--- config.mk ---
export PLATFORM = sky130hd
export DESIGN_NAME = sync_fifo_v2_flat
export DESIGN_NICKNAME = d
export VERILOG_FILES = /design/src/rtl/sync_fifo_v2_if.sv /design/src/rtl/sync_fifo_v2.sv /design/src/flat_wrapper.sv
export SDC_FILE = /design/constraint.sdc
export NUM_CORES = 1
export LEC_CHECK = 0
export ABC_AREA = 1
export CORE_MARGIN = 2
export CORE_UTILIZATION = 54
export DETAILED_ROUTE_END_ITERATION = 10
export PLACE_DENSITY = 0.77
export REMOVE_ABC_BUFFERS = 1
export SETUP_SLACK_MARGIN = 0.5
export SLEW_MARGIN = 20
export SYNTH_ARGS = -nofsm -noshare
export SYNTH_HDL_FRONTEND = slang
export SYNTH_SLANG_ARGS = --single-unit
--- constraint.sdc ---
create_clock -name clk -period 1.9 [get_ports clk]
set_clock_uncertainty 0.05 [all_clocks]
set_input_delay 0.38 -clock clk [delete_from_list [all_inputs] [get_ports clk]]
set_output_delay 0.38 -clock clk [all_outputs]
set_load 0.05 [all_outputs]
--- src/rtl/sync_fifo_v2_if.sv ---
// Bundle of the sync_fifo_v2 request, data and status signals.
// The producer/consumer side drives through the master modport, and the FIFO uses the slave modport.
interface sync_fifo_v2_if #(
    parameter int DATA_WIDTH = 8,
    parameter int ADDR_WIDTH = 4
);
    // Handshake: a write takes effect at the edge where wr_en=1 and the FIFO is not full.
    // A write while full also takes effect if a read is accepted at the same edge.
    // A read takes effect at the edge where rd_en=1 and empty=0.
    // valid marks the cycles in which dout carries a popped word (standard mode) or the head word (FWFT mode).
    // There is no backpressure beyond full/empty.
    // A rejected request sets the sticky overflow or underflow flag.
    logic                  clr;
    logic                  wr_en;
    logic                  rd_en;
    logic [DATA_WIDTH-1:0] data;
    logic [DATA_WIDTH-1:0] dout;
    logic                  valid;
    logic                  full;
    logic                  empty;
    logic                  almost_full;
    logic                  almost_empty;
    logic [ADDR_WIDTH:0]   count;
    logic                  overflow;
    logic                  underflow;

    modport master (
        output clr, wr_en, rd_en, data,
        input  dout, valid, full, empty, almost_full, almost_empty, count, overflow, underflow
    );

    modport slave (
        input  clr, wr_en, rd_en, data,
        output dout, valid, full, empty, almost_full, almost_empty, count, overflow, underflow
    );
endinterface

--- src/rtl/sync_fifo_v2.sv ---
// Synchronous byte FIFO for the UART datapath: it reports occupancy, has programmable almost-full/almost-empty thresholds,
// sticky error flags and a synchronous flush, and offers a selectable registered or first-word-fall-through read.
module sync_fifo_v2 #(
    parameter int DATA_WIDTH    = 8,
    parameter int ADDR_WIDTH    = 4,
    parameter int FWFT          = 0,
    parameter int AFULL_THRESH  = 12,
    parameter int AEMPTY_THRESH = 2
) (
    input logic           clk,
    input logic           rst,
    sync_fifo_v2_if.slave bus
);
    localparam int DEPTH = 2 ** ADDR_WIDTH;
    localparam logic [ADDR_WIDTH:0] DEPTH_C  = (ADDR_WIDTH + 1)'(DEPTH);
    localparam logic [ADDR_WIDTH:0] AFULL_C  = (ADDR_WIDTH + 1)'(AFULL_THRESH);
    localparam logic [ADDR_WIDTH:0] AEMPTY_C = (ADDR_WIDTH + 1)'(AEMPTY_THRESH);

    logic [DATA_WIDTH-1:0] mem [DEPTH];
    logic [ADDR_WIDTH-1:0] wr_ptr;
    logic [ADDR_WIDTH-1:0] rd_ptr;
    logic [ADDR_WIDTH:0]   count_q;
    logic                  overflow_q;
    logic                  underflow_q;
    logic                  full_w;
    logic                  empty_w;
    logic                  rd_ok;
    logic                  wr_ok;

    assign full_w  = (count_q == DEPTH_C);
    assign empty_w = (count_q == '0);
    assign rd_ok   = bus.rd_en & ~empty_w;
    // A write at full is accepted when a pop frees the slot at the same edge.
    assign wr_ok   = bus.wr_en & (~full_w | rd_ok);

    assign bus.full         = full_w;
    assign bus.empty        = empty_w;
    assign bus.almost_full  = (count_q >= AFULL_C);
    assign bus.almost_empty = (count_q <= AEMPTY_C);
    assign bus.count        = count_q;
    assign bus.overflow     = overflow_q;
    assign bus.underflow    = underflow_q;

    // Array is not reset. Writes are suppressed during reset and flush so no stale word is stored.
    always_ff @(posedge clk) begin
        if (wr_ok && rst && !bus.clr) begin
            mem[wr_ptr] <= bus.data;
        end
    end

    always_ff @(posedge clk) begin
        if (!rst) begin
            wr_ptr      <= '0;
            rd_ptr      <= '0;
            count_q     <= '0;
            overflow_q  <= 1'b0;
            underflow_q <= 1'b0;
        end else if (bus.clr) begin
            wr_ptr      <= '0;
            rd_ptr      <= '0;
            count_q     <= '0;
            overflow_q  <= 1'b0;
            underflow_q <= 1'b0;
        end else begin
            if (wr_ok) begin
                wr_ptr <= wr_ptr + 1'b1;
            end
            if (rd_ok) begin
                rd_ptr <= rd_ptr + 1'b1;
            end
            case ({wr_ok, rd_ok})
                2'b10:   count_q <= count_q + 1'b1;
                2'b01:   count_q <= count_q - 1'b1;
                default: count_q <= count_q;
            endcase
            if (bus.wr_en && !wr_ok) begin
                overflow_q <= 1'b1;
            end
            if (bus.rd_en && !rd_ok) begin
                underflow_q <= 1'b1;
            end
        end
    end

    if (FWFT != 0) begin : g_fwft
        assign bus.dout  = mem[rd_ptr];
        assign bus.valid = ~empty_w;
    end else begin : g_std
        logic [DATA_WIDTH-1:0] dout_q;
        logic                  valid_q;

        // dout holds its last popped word through idle cycles and flush.
        always_ff @(posedge clk) begin
            if (!rst) begin
                dout_q  <= '0;
                valid_q <= 1'b0;
            end else if (bus.clr) begin
                valid_q <= 1'b0;
            end else begin
                valid_q <= rd_ok;
                if (rd_ok) begin
                    dout_q <= mem[rd_ptr];
                end
            end
        end

        assign bus.dout  = dout_q;
        assign bus.valid = valid_q;
    end
endmodule

--- src/flat_wrapper.sv ---
// flat-port wrapper written by rule: the top's interface ports become plain ports
module sync_fifo_v2_flat 
#(
    parameter int DATA_WIDTH    = 8,
    parameter int ADDR_WIDTH    = 4,
    parameter int FWFT          = 0,
    parameter int AFULL_THRESH  = 12,
    parameter int AEMPTY_THRESH = 2
)
  (clk, rst, bus_clr, bus_wr_en, bus_rd_en, bus_data, bus_dout, bus_valid, bus_full, bus_empty, bus_almost_full, bus_almost_empty, bus_count, bus_overflow, bus_underflow);
  sync_fifo_v2_if #(.DATA_WIDTH(DATA_WIDTH), .ADDR_WIDTH(ADDR_WIDTH)) bus_i ();
  input logic clk;
  input logic rst;
  input wire logic [$bits(bus_i.clr)-1:0] bus_clr;
  input wire logic [$bits(bus_i.wr_en)-1:0] bus_wr_en;
  input wire logic [$bits(bus_i.rd_en)-1:0] bus_rd_en;
  input wire logic [$bits(bus_i.data)-1:0] bus_data;
  output wire logic [$bits(bus_i.dout)-1:0] bus_dout;
  output wire logic [$bits(bus_i.valid)-1:0] bus_valid;
  output wire logic [$bits(bus_i.full)-1:0] bus_full;
  output wire logic [$bits(bus_i.empty)-1:0] bus_empty;
  output wire logic [$bits(bus_i.almost_full)-1:0] bus_almost_full;
  output wire logic [$bits(bus_i.almost_empty)-1:0] bus_almost_empty;
  output wire logic [$bits(bus_i.count)-1:0] bus_count;
  output wire logic [$bits(bus_i.overflow)-1:0] bus_overflow;
  output wire logic [$bits(bus_i.underflow)-1:0] bus_underflow;
  assign bus_i.clr = bus_clr;
  assign bus_i.wr_en = bus_wr_en;
  assign bus_i.rd_en = bus_rd_en;
  assign bus_i.data = bus_data;
  assign bus_dout = bus_i.dout;
  assign bus_valid = bus_i.valid;
  assign bus_full = bus_i.full;
  assign bus_empty = bus_i.empty;
  assign bus_almost_full = bus_i.almost_full;
  assign bus_almost_empty = bus_i.almost_empty;
  assign bus_count = bus_i.count;
  assign bus_overflow = bus_i.overflow;
  assign bus_underflow = bus_i.underflow;
  sync_fifo_v2 #(.DATA_WIDTH(DATA_WIDTH), .ADDR_WIDTH(ADDR_WIDTH), .FWFT(FWFT), .AFULL_THRESH(AFULL_THRESH), .AEMPTY_THRESH(AEMPTY_THRESH)) u_core (.clk(clk), .rst(rst), .bus(bus_i));
endmodule
==> run metrics <==
area of the core 0.0121 mm2; Crit. End Element flop; CTS Buf Count 17; row cnt 40; fin cells 948; post-synthesis cell area 0.00670 mm2; Yosys reg bits 152; drt pass-1 iters 7; num ports 33; vias after detailed routing 5192; area growth from synthesis to layout 30.4%; GR Util met2 42.8%; CTS root buf clkbuf_16; starting density of the core 55.6%; power per cell area 926 mW/mm2; post-route ant nets 0; Peak VDD IR 0.763 mV; Worst Path Max Fanout 4; slowest cell on the critical path fa_2; Arr. time, crit path 2.38 ns; wire per inst 19.4 um; Final Hold Viols 0; number of synthesized flops with an enable pin 128; CTS Buffer Depth 2; ANT cells 0; fmax 483 MHz; status finished with violations; Sink Count 152; Synth warnings 0; Vias/cell 5.48; Tot Pwr 8.09 mW; met3 usage 5.75%; GRT Total Usage 25.5%; I/O Buffers 32; routability cong. 0.827; Leakage 3.74 nW; Die Span Y 115 um; Seq/Total Area, Yosys 64.5%; hpwl dp 9.43 mm; CTS tree built; ys async rst share 0%; Yosys cell types 27; Crit path top cell by count nand2_1; initial antenna violation count 0; Synth top cells by count nand2_1 (221), edfxtp_1 (128), nand3_1 (94), inv_1 (91), dfxtp_1 (24); Clock Latency Late Sink 0.42 ns; vias in the first global route 4903; Hold Crit Class input pin to flop; post-cts hold buffer count 0; final slew viol count 0; width of the die 115 um; Util after Layout 72.5%; post-synth top area cell edfxtp_1; Slew headroom 59.1%; endpoints failing setup 15; Mapped Cells 672; Worst Slack Setup Final -0.169 ns; first-pass GRT wire length 25.0 mm; grt total ovfl 0; grt peak-use layer met2; Die Area 0.0133 mm2; period utilisation layout 109%; fill cell count 742; final setup TNS -0.525 ns; fin nets 790; cell area after layout 0.00874 mm2; DRC 0; max_cap viols 0; syn avg cell area 9.97 um2; Yosys top cell area share 57.4%; layout cell share with drive strength beyond 1 23.3%; slowest stage delay, CP 0.37 ns; startpoint types flop; Req. time, crit path 2.21 ns; count leader, synth nand2_1; post-placement cell count 899; failing checks setup timing; Tmin final 2.07 ns; pin slew with the least headroom to its limit 0.612 ns; H-Tree Depth 4; unrepaired setup endpoints after global routing yes; Clock transition at path regs 0.06 ns; final WL 18.4 mm; CP cell instances nor2_4, nand3_4, nand2_4, inv_4, ha_4, fa_2, a21oi_2, nor2_2, nor2_1, nand2_1, nand2_1, nand2_1, a21oi_2; met1 Use GR 31.7%; largest net degree at the start of global routing 51; DR iter-0 viols 722; ranking of synthesized cells by area edfxtp_1 (57%), nand2_1 (12%), dfxtp_1 (7.2%); Main synth FF type edfxtp_1; DP Area 0.00751 mm2; crit path kind flop to flop
[per-stage QoR]
step           setup slack, ns  hold slack [ns]
6_report                -0.169            0.457
5_1_grt                 -0.192            0.460
4_1_cts                 0.0213            0.446
3_5_place_dp            -0.535            0.436
3_3_place_gp            -0.518            0.414
2_1_floorplan           -0.874            0.421
[repair_timing]
action                                  CTS  global route
pin swaps                                11            10
cloned                                    0             3
gates resized for setup                  53            82
setup buffers                             3            11
endpoints found under the setup margin  162           169
[logic make-up after synthesis]
group	Yosys count	synth area share (%)
xor gates and xnor gates	6	0.784
DFF	152	64.5
and+or+nand+nor	346	21.8
AOI/OAI and AO/OA	35	3.01
buffers and inverters	123	7.86
adders and majority gates	10	1.98
[cell type report]
cell class	count	area, um2	share of cell area [%]
clock buffers	22	474	5.43
clock inverters	10	124	1.42
inverters	94	364	4.17
multi-input cells	398	2140	24.5
flip-flops and latches	152	4340	49.7
well taps	168	210	2.41
repair buffers	104	1090	12.4
[worst max-delay path: cells and delay by family, from the launching register on]
family	cells	cell delay [ns]
compound gates	2	0.29
fa+ha+maj	2	0.55
buf+inv	1	0.04
flops	1	0.33
simple gates	8	0.76
[placed cells by master (no fill, tap or decap), drive strengths merged]
cell	n
clkbuf	24
clkinvlp	1
buf	90
nand3	95
edfxtp	128
inv	92
a21oi	17
o21bai	1
nor3	4
o21a	8
nor2	26
clkinv	8
nand2	222
bufinv	3
ha	9
fa	1
clkdlybuf4s50	9
dlygate4sd2	1
o21ai	9
xor2	6
dlymetal6s2s	2
dfxtp	24
[report_power, final]
part	internal [mW]	total (mW)	switching (mW)
combinational	0.384	0.971	0.587
clock	2.15	3.44	1.29
sequential	3.65	3.68	0.0330
total	6.19	8.09	1.91
[flip-flops by register name (all words and copies together) (netlist names)]
name                  cells
u_core.bus.valid          1
u_core.rd_ptr             4
u_core.bus.underflow      1
u_core.bus.dout           8
u_core.wr_ptr             4
u_core.bus.overflow       1
u_core.mem              128
u_core.bus.count          5
[path summary, 6_finish.rpt]
kind	start	to	slack [ns]	cells past startpoint
min reg2reg	u_core.wr_ptr[3]$_SDFFE_PP0P_	u_core.wr_ptr[3]$_SDFFE_PP0P_	0.46	2
max reg2reg	u_core.bus.count[3]$_SDFFE_PP0P_	u_core.bus.count[4]$_SDFFE_PP0P_	-0.17	13
max	u_core.bus.count[3]$_SDFFE_PP0P_	u_core.bus.count[4]$_SDFFE_PP0P_	-0.17	13
min	rst	u_core.bus.dout[2]$_SDFFE_PN0P_	0.46	5
[layer usage]
layer  part of all wire, %  wire length [um]  vias up
met2                    51              9300      283
met1                    38              7060     2481
li1                      -                 -     2382
met4                   3.0               545        0
met3                   8.1              1500       46
met5                     0                 0        -
No activity file was read; power rests on OpenSTA's default activity.
